==> src/rtl/key_event_pkg.sv <==
// key_event_pkg: shared debounce state encoding and register offsets for key_event_ctrl.
package key_event_pkg;
   typedef enum logic [1:0] {REL, PWAIT, PRS, RWAIT} deb_state_t;
   localparam logic [1:0] OFF_LEVEL   = 2'd0;
   localparam logic [1:0] OFF_EVENT   = 2'd1;
   localparam logic [1:0] OFF_OVERRUN = 2'd2;
   localparam logic [1:0] OFF_MASK    = 2'd3;
endpackage

==> src/rtl/key_debounce.sv <==
// key_debounce: one key's two-flop synchroniser, debounce FSM and counter.
// Emits the debounced level and a one-cycle press pulse on PWAIT->PRS.
module key_debounce
   import key_event_pkg::*;
#(
   parameter int DEB_CYC = 4
) (
   input  logic clk,
   input  logic reset,
   input  logic key_n,
   output logic level,
   output logic press
);
   localparam int CNT_W = $clog2(DEB_CYC + 1);
   logic [1:0] sync;
   deb_state_t state, state_next;
   logic [CNT_W-1:0] cnt, cnt_next;
   logic last;
   // the entry cycle counts as the first stable cycle, so the final count is DEB_CYC-2
   assign last = cnt == CNT_W'(DEB_CYC - 2);
   always_ff @(posedge clk)
      if (!reset) begin
         sync  <= '0;
         state <= REL;
         cnt   <= '0;
      end else begin
         sync  <= {sync[0], ~key_n};
         state <= state_next;
         cnt   <= cnt_next;
      end
   always_comb begin
      state_next = state;
      case (state)
         REL:     state_next = sync[1] ? PWAIT : REL;
         PWAIT:   state_next = !sync[1] ? REL : last ? PRS : PWAIT;
         PRS:     state_next = sync[1] ? PRS : RWAIT;
         RWAIT:   state_next = sync[1] ? PRS : last ? REL : RWAIT;
         default: state_next = REL;
      endcase
      cnt_next = (state_next == state && (state == PWAIT || state == RWAIT)) ? cnt + 1'b1 : '0;
   end
   always_comb begin
      level = state == PRS || state == RWAIT;
      press = state == PWAIT && sync[1] && last;
   end
endmodule

==> src/rtl/key_event_ctrl.sv <==
// key_event_ctrl: debounced push-button event flags with W1C clear, memory-mapped.
// Define KEY_IRQ_EN to add the MASK register and the registered irq output.
module key_event_ctrl
   import key_event_pkg::*;
#(
   parameter int NKEYS   = 4,
   parameter int DEB_CYC = 4
) (
   input  logic             clk,
   input  logic             reset,
   input  logic [NKEYS-1:0] key_n,
   input  logic             sel,
   input  logic             we,
   input  logic [1:0]       offset,
   input  logic [31:0]      wdata,
   output logic [31:0]      rdata
`ifdef KEY_IRQ_EN
   ,
   output logic             irq
`endif
);
   logic [NKEYS-1:0] level, press, evt, ovr, clr_ev, clr_ov, mask_rd, rsel;
   genvar i;
   generate
      for (i = 0; i < NKEYS; i++) begin : g_key
         key_debounce #(.DEB_CYC(DEB_CYC)) u_deb (
            .clk   (clk),
            .reset (reset),
            .key_n (key_n[i]),
            .level (level[i]),
            .press (press[i])
         );
      end
   endgenerate
   assign clr_ev = (sel && we && offset == OFF_EVENT)   ? wdata[NKEYS-1:0] : '0;
   assign clr_ov = (sel && we && offset == OFF_OVERRUN) ? wdata[NKEYS-1:0] : '0;
   // set is ORed in after the clear so a same-cycle press wins over W1C
   always_ff @(posedge clk)
      if (!reset) begin
         evt <= '0;
         ovr <= '0;
      end else begin
         evt <= (evt & ~clr_ev) | press;
         ovr <= (ovr & ~clr_ov) | (press & evt);
      end
`ifdef KEY_IRQ_EN
   logic [NKEYS-1:0] msk;
   always_ff @(posedge clk)
      if (!reset) begin
         msk <= '0;
         irq <= 1'b0;
      end else begin
         if (sel && we && offset == OFF_MASK) msk <= wdata[NKEYS-1:0];
         irq <= |(evt & msk);
      end
   assign mask_rd = msk;
`else
   assign mask_rd = '0;
`endif
   always_comb begin
      rsel  = offset == OFF_LEVEL ? level : offset == OFF_EVENT ? evt :
              offset == OFF_OVERRUN ? ovr : mask_rd;
      rdata = sel ? 32'(rsel) : 32'd0;
   end
endmodule

==> config.mk <==
export PLATFORM = sky130hd
export DESIGN_NAME = key_event_ctrl
export DESIGN_NICKNAME = d
export VERILOG_FILES = /design/src/rtl/key_event_pkg.sv /design/src/rtl/key_debounce.sv /design/src/rtl/key_event_ctrl.sv
export SDC_FILE = /design/constraint.sdc
export NUM_CORES = 1
export LEC_CHECK = 0
export CAP_MARGIN = 20
export CORE_ASPECT_RATIO = 2
export CORE_MARGIN = 4
export CORE_UTILIZATION = 45
export CTS_CLUSTER_DIAMETER = 150
export DETAILED_ROUTE_END_ITERATION = 10
export HOLD_SLACK_MARGIN = 0.05
export MAX_ROUTING_LAYER = met4
export PLACE_DENSITY = 0.85
export SKIP_CTS_REPAIR_TIMING = 1
export SYNTH_ARGS = -nofsm -noshare
export SYNTH_HDL_FRONTEND = slang
export SYNTH_SLANG_ARGS = --single-unit
==> constraint.sdc <==
create_clock -name clk -period 2.92 [get_ports clk]
set_input_delay 0.584 -clock clk [delete_from_list [all_inputs] [get_ports clk]]
set_output_delay 0.584 -clock clk [all_outputs]
set_load 0.02 [all_outputs]
==> results by group <==
Status
  – Status: complete, no violations

Critical path
  – CP Max Fanout: 7
  – RR Startpoint: g_key[2].u_deb.cnt[0]$_SDFF_PN0_
  – Crit path from: offset[1]
  – Startpoint Class: input pin
  – Crit path DAT: 2.27 ns
  – CP required: 2.34 ns
  – Setup crit end kind: primary output
  – Type of the worst setup path: in2out

Power and ir drop
  – Leakage: 0.888 nW
  – Maximum vdd drop: 522 uV
  – Final Power: 989 uW
  – PwrDens: 509 nW/um^2

Synth
  – Post-synth EDFFs: 0
  – Flops & latches, synth: 36
  – Mapped cell area: 1710 sq um
  – Synth Instances: 176
  – Sequential share of the synthesized area: 42.1%
  – Ys Warns: 0
  – Asr flop ratio synth: 0%
  – Most used DFF post-synth: dfxtp_1
  – Synth unique cells: 26
  – Syn_area_per_cell: 9.72 sq um

Final layout
  – Post-route design area: 1940 sq um
  – Fin cells: 247
  – # diodes: 0
  – Layout cells sized above 1: 6.06%
  – Layout area overhead: 13.5%
  – Final #Nets: 247
  – Post-layout util: 53.3%

Floorplan
  – Row count: 31
  – Die ar.: 4910 sq um
  – Die W: 51.6 microns
  – Core ar.: 3650 sq um
  – Initial core utilization: 46.9%
  – IO Count: 74
  – Die H: 95.2 microns

Global routing
  – First-pass GRT wire length: 4360 microns
  – Grt met3 use: 4.23%
  – M1 GR Usage: 12.3%
  – Vias in the first global route: 1041
  – Global Route Usage Sum: 12.4%
  – Met2 usage: 19.3%
  – Most Crowded Layer GR: met2
  – Initial antenna violation count: 0
  – GRT overflow: 0
  – Largest net degree at the start of global routing: 24

Clock network
  – CTS Root Cell: clkbuf_8
  – Max H-tree Level: 2
  – Max Buffers Root-to-Sink: 2
  – Clk sinks: 36
  – Clk Latency, worst-skew pair: 0.28 ns
  – Total CTS buffers: 5
  – CTS tree: done
  – Reg clk slew, reported paths: 0.07 ns

Drt
  – Routed via count: 1132
  – Drt first-iter violations: 29
  – Post-DRT Antenna Nets: 0
  – Drt first pass iters: 3
  – Vias per inst: 4.58
  – WL final: 2630 microns
  – Drc violations: 0
  – WL/cell: 10.6 microns

Min path
  – Worst hold start: g_key[3].u_deb.sync[0]$_SDFF_PN0_
  – Tightest Hold Check Type: reg2reg

Timing
  – Setup Viol. Count Final: 0
  – Fin Setup TNS: 0 ns
  – Min Clock Period, post-route: 2.85 ns
  – Setup ws final: 0.0657 ns
  – Final Slew Violations: 0
  – Tcrit/Tclk final: 97.8%
  – Worst slew pin tran: 0.786 ns
  – Hold Worst Slack: 0.437 ns
  – Max Clock Freq: 0.350 GHz
  – Rel. slew slack: 47.4%
  – Clk_skew: 0.00573 ns
  – Final count of hold timing violations: 0

Placement
  – DP Worst Slack: -0.0493 ns
  – Gpl congestion: 0.715
  – Hpwl dp: 1930 microns
  – Cell count after placement: 239
  – Port Buffers: 17
  – Dpl cell area: 1820 sq um

Run
  – Max_cap viols: 0
==> worst max-delay path: stages <==
cell             delay (ns)
clkdlybuf4s50_1        0.57
and2b_2                0.22
nand2_1                0.07
a21boi_0               0.20
clkdlybuf4s50_1        0.64
==> synthesized netlist by cell type (4+ instances only) <==
cell / instances / area share, %
and3_1: 4 / 1.5
xnor2_1: 4 / 2.0
nand2_1: 8 / 1.8
or2_0: 4 / 1.5
xor2_1: 4 / 2.0
nor3b_1: 4 / 1.8
nor2b_1: 8 / 2.9
nor2_1: 12 / 2.6
inv_1: 8 / 1.8
a21oi_1: 4 / 1.2
dfxtp_1: 36 / 42
ha_1: 8 / 5.9
buf_4: 28 / 12
a21boi_0: 8 / 3.5
a31o_1: 4 / 2.0
mux2i_1: 8 / 4.7
and2_1: 4 / 1.5
o21a_1: 4 / 1.8
o2111ai_1: 4 / 2.0
nand3b_1: 4 / 1.8
==> cells by family (layout without fill, tap and decap cells) <==
| kind of cell | Yosys count | after routing | synth area share [%] |
|---|---|---|---|
| compound gates | 24 | 24 | 10.5 |
| simple gates | 51 | 51 | 17.0 |
| flops | 36 | 36 | 42.1 |
| xor+xnor | 8 | 8 | 4.10 |
| buf+inv | 40 | 35 | 15.4 |
| fa+ha+maj | 8 | 8 | 5.85 |
| other cells | 1 | 28 | 0.219 |
| mux | 8 | 8 | 4.68 |
==> metal layers <==
layer / part of all wire, % / up-vias
met5: 0 / -
met4: 3.8 / 0
met3: 8.9 / 5
met2: 48 / 45
met1: 39 / 516
li1: - / 566
==> cell usage in the layout, fill, tap and decap left out, types with 5 or more instances in the layout <==
| cell type | n |
|---|---|
| a21boi_0 | 8 |
| clkbuf_8 | 5 |
| clkdlybuf4s50_1 | 13 |
| conb_1 | 28 |
| dfxtp_1 | 36 |
| ha_1 | 8 |
| inv_1 | 8 |
| mux2i_1 | 8 |
| nand2_1 | 8 |
| nor2_1 | 12 |
| nor2b_1 | 8 |
==> report_power, final <==
part           internal (mW)  switching [mW]  leakage [nW]
combinational         0.0257          0.0489         0.541
clock                  0.253           0.160        0.0552
sequential             0.498         0.00328         0.292
==> area by class of cell <==
cell class	count	area, sq um
flip-flops and latches	36	721
multi-input cells	127	827
inverters	8	30.0
well taps	49	61.3
fillers	371	1700
clock buffers	6	72.6
repair buffers	19	195
clock inverters	2	35.0
==> sequential cells by signal, indices dropped and copies added (netlist names) <==
register	count
g_key.u_deb.cnt	12
g_key.u_deb.sync	8
evt	4
g_key.u_deb.state	8
ovr	4
==> path summary, 6_finish.rpt <==
kind,endpoint,slack [ns],cells past startpoint
worst max-delay path,rdata[3],0.07,5
worst min-delay path,g_key[3].u_deb.sync[1]$_SDFF_PN0_,0.44,1
worst max register to register,ovr[2]$_SDFF_PN0_,1.67,5
worst min register to register,g_key[3].u_deb.sync[1]$_SDFF_PN0_,0.44,1
No activity file was read; power rests on OpenSTA's default activity.
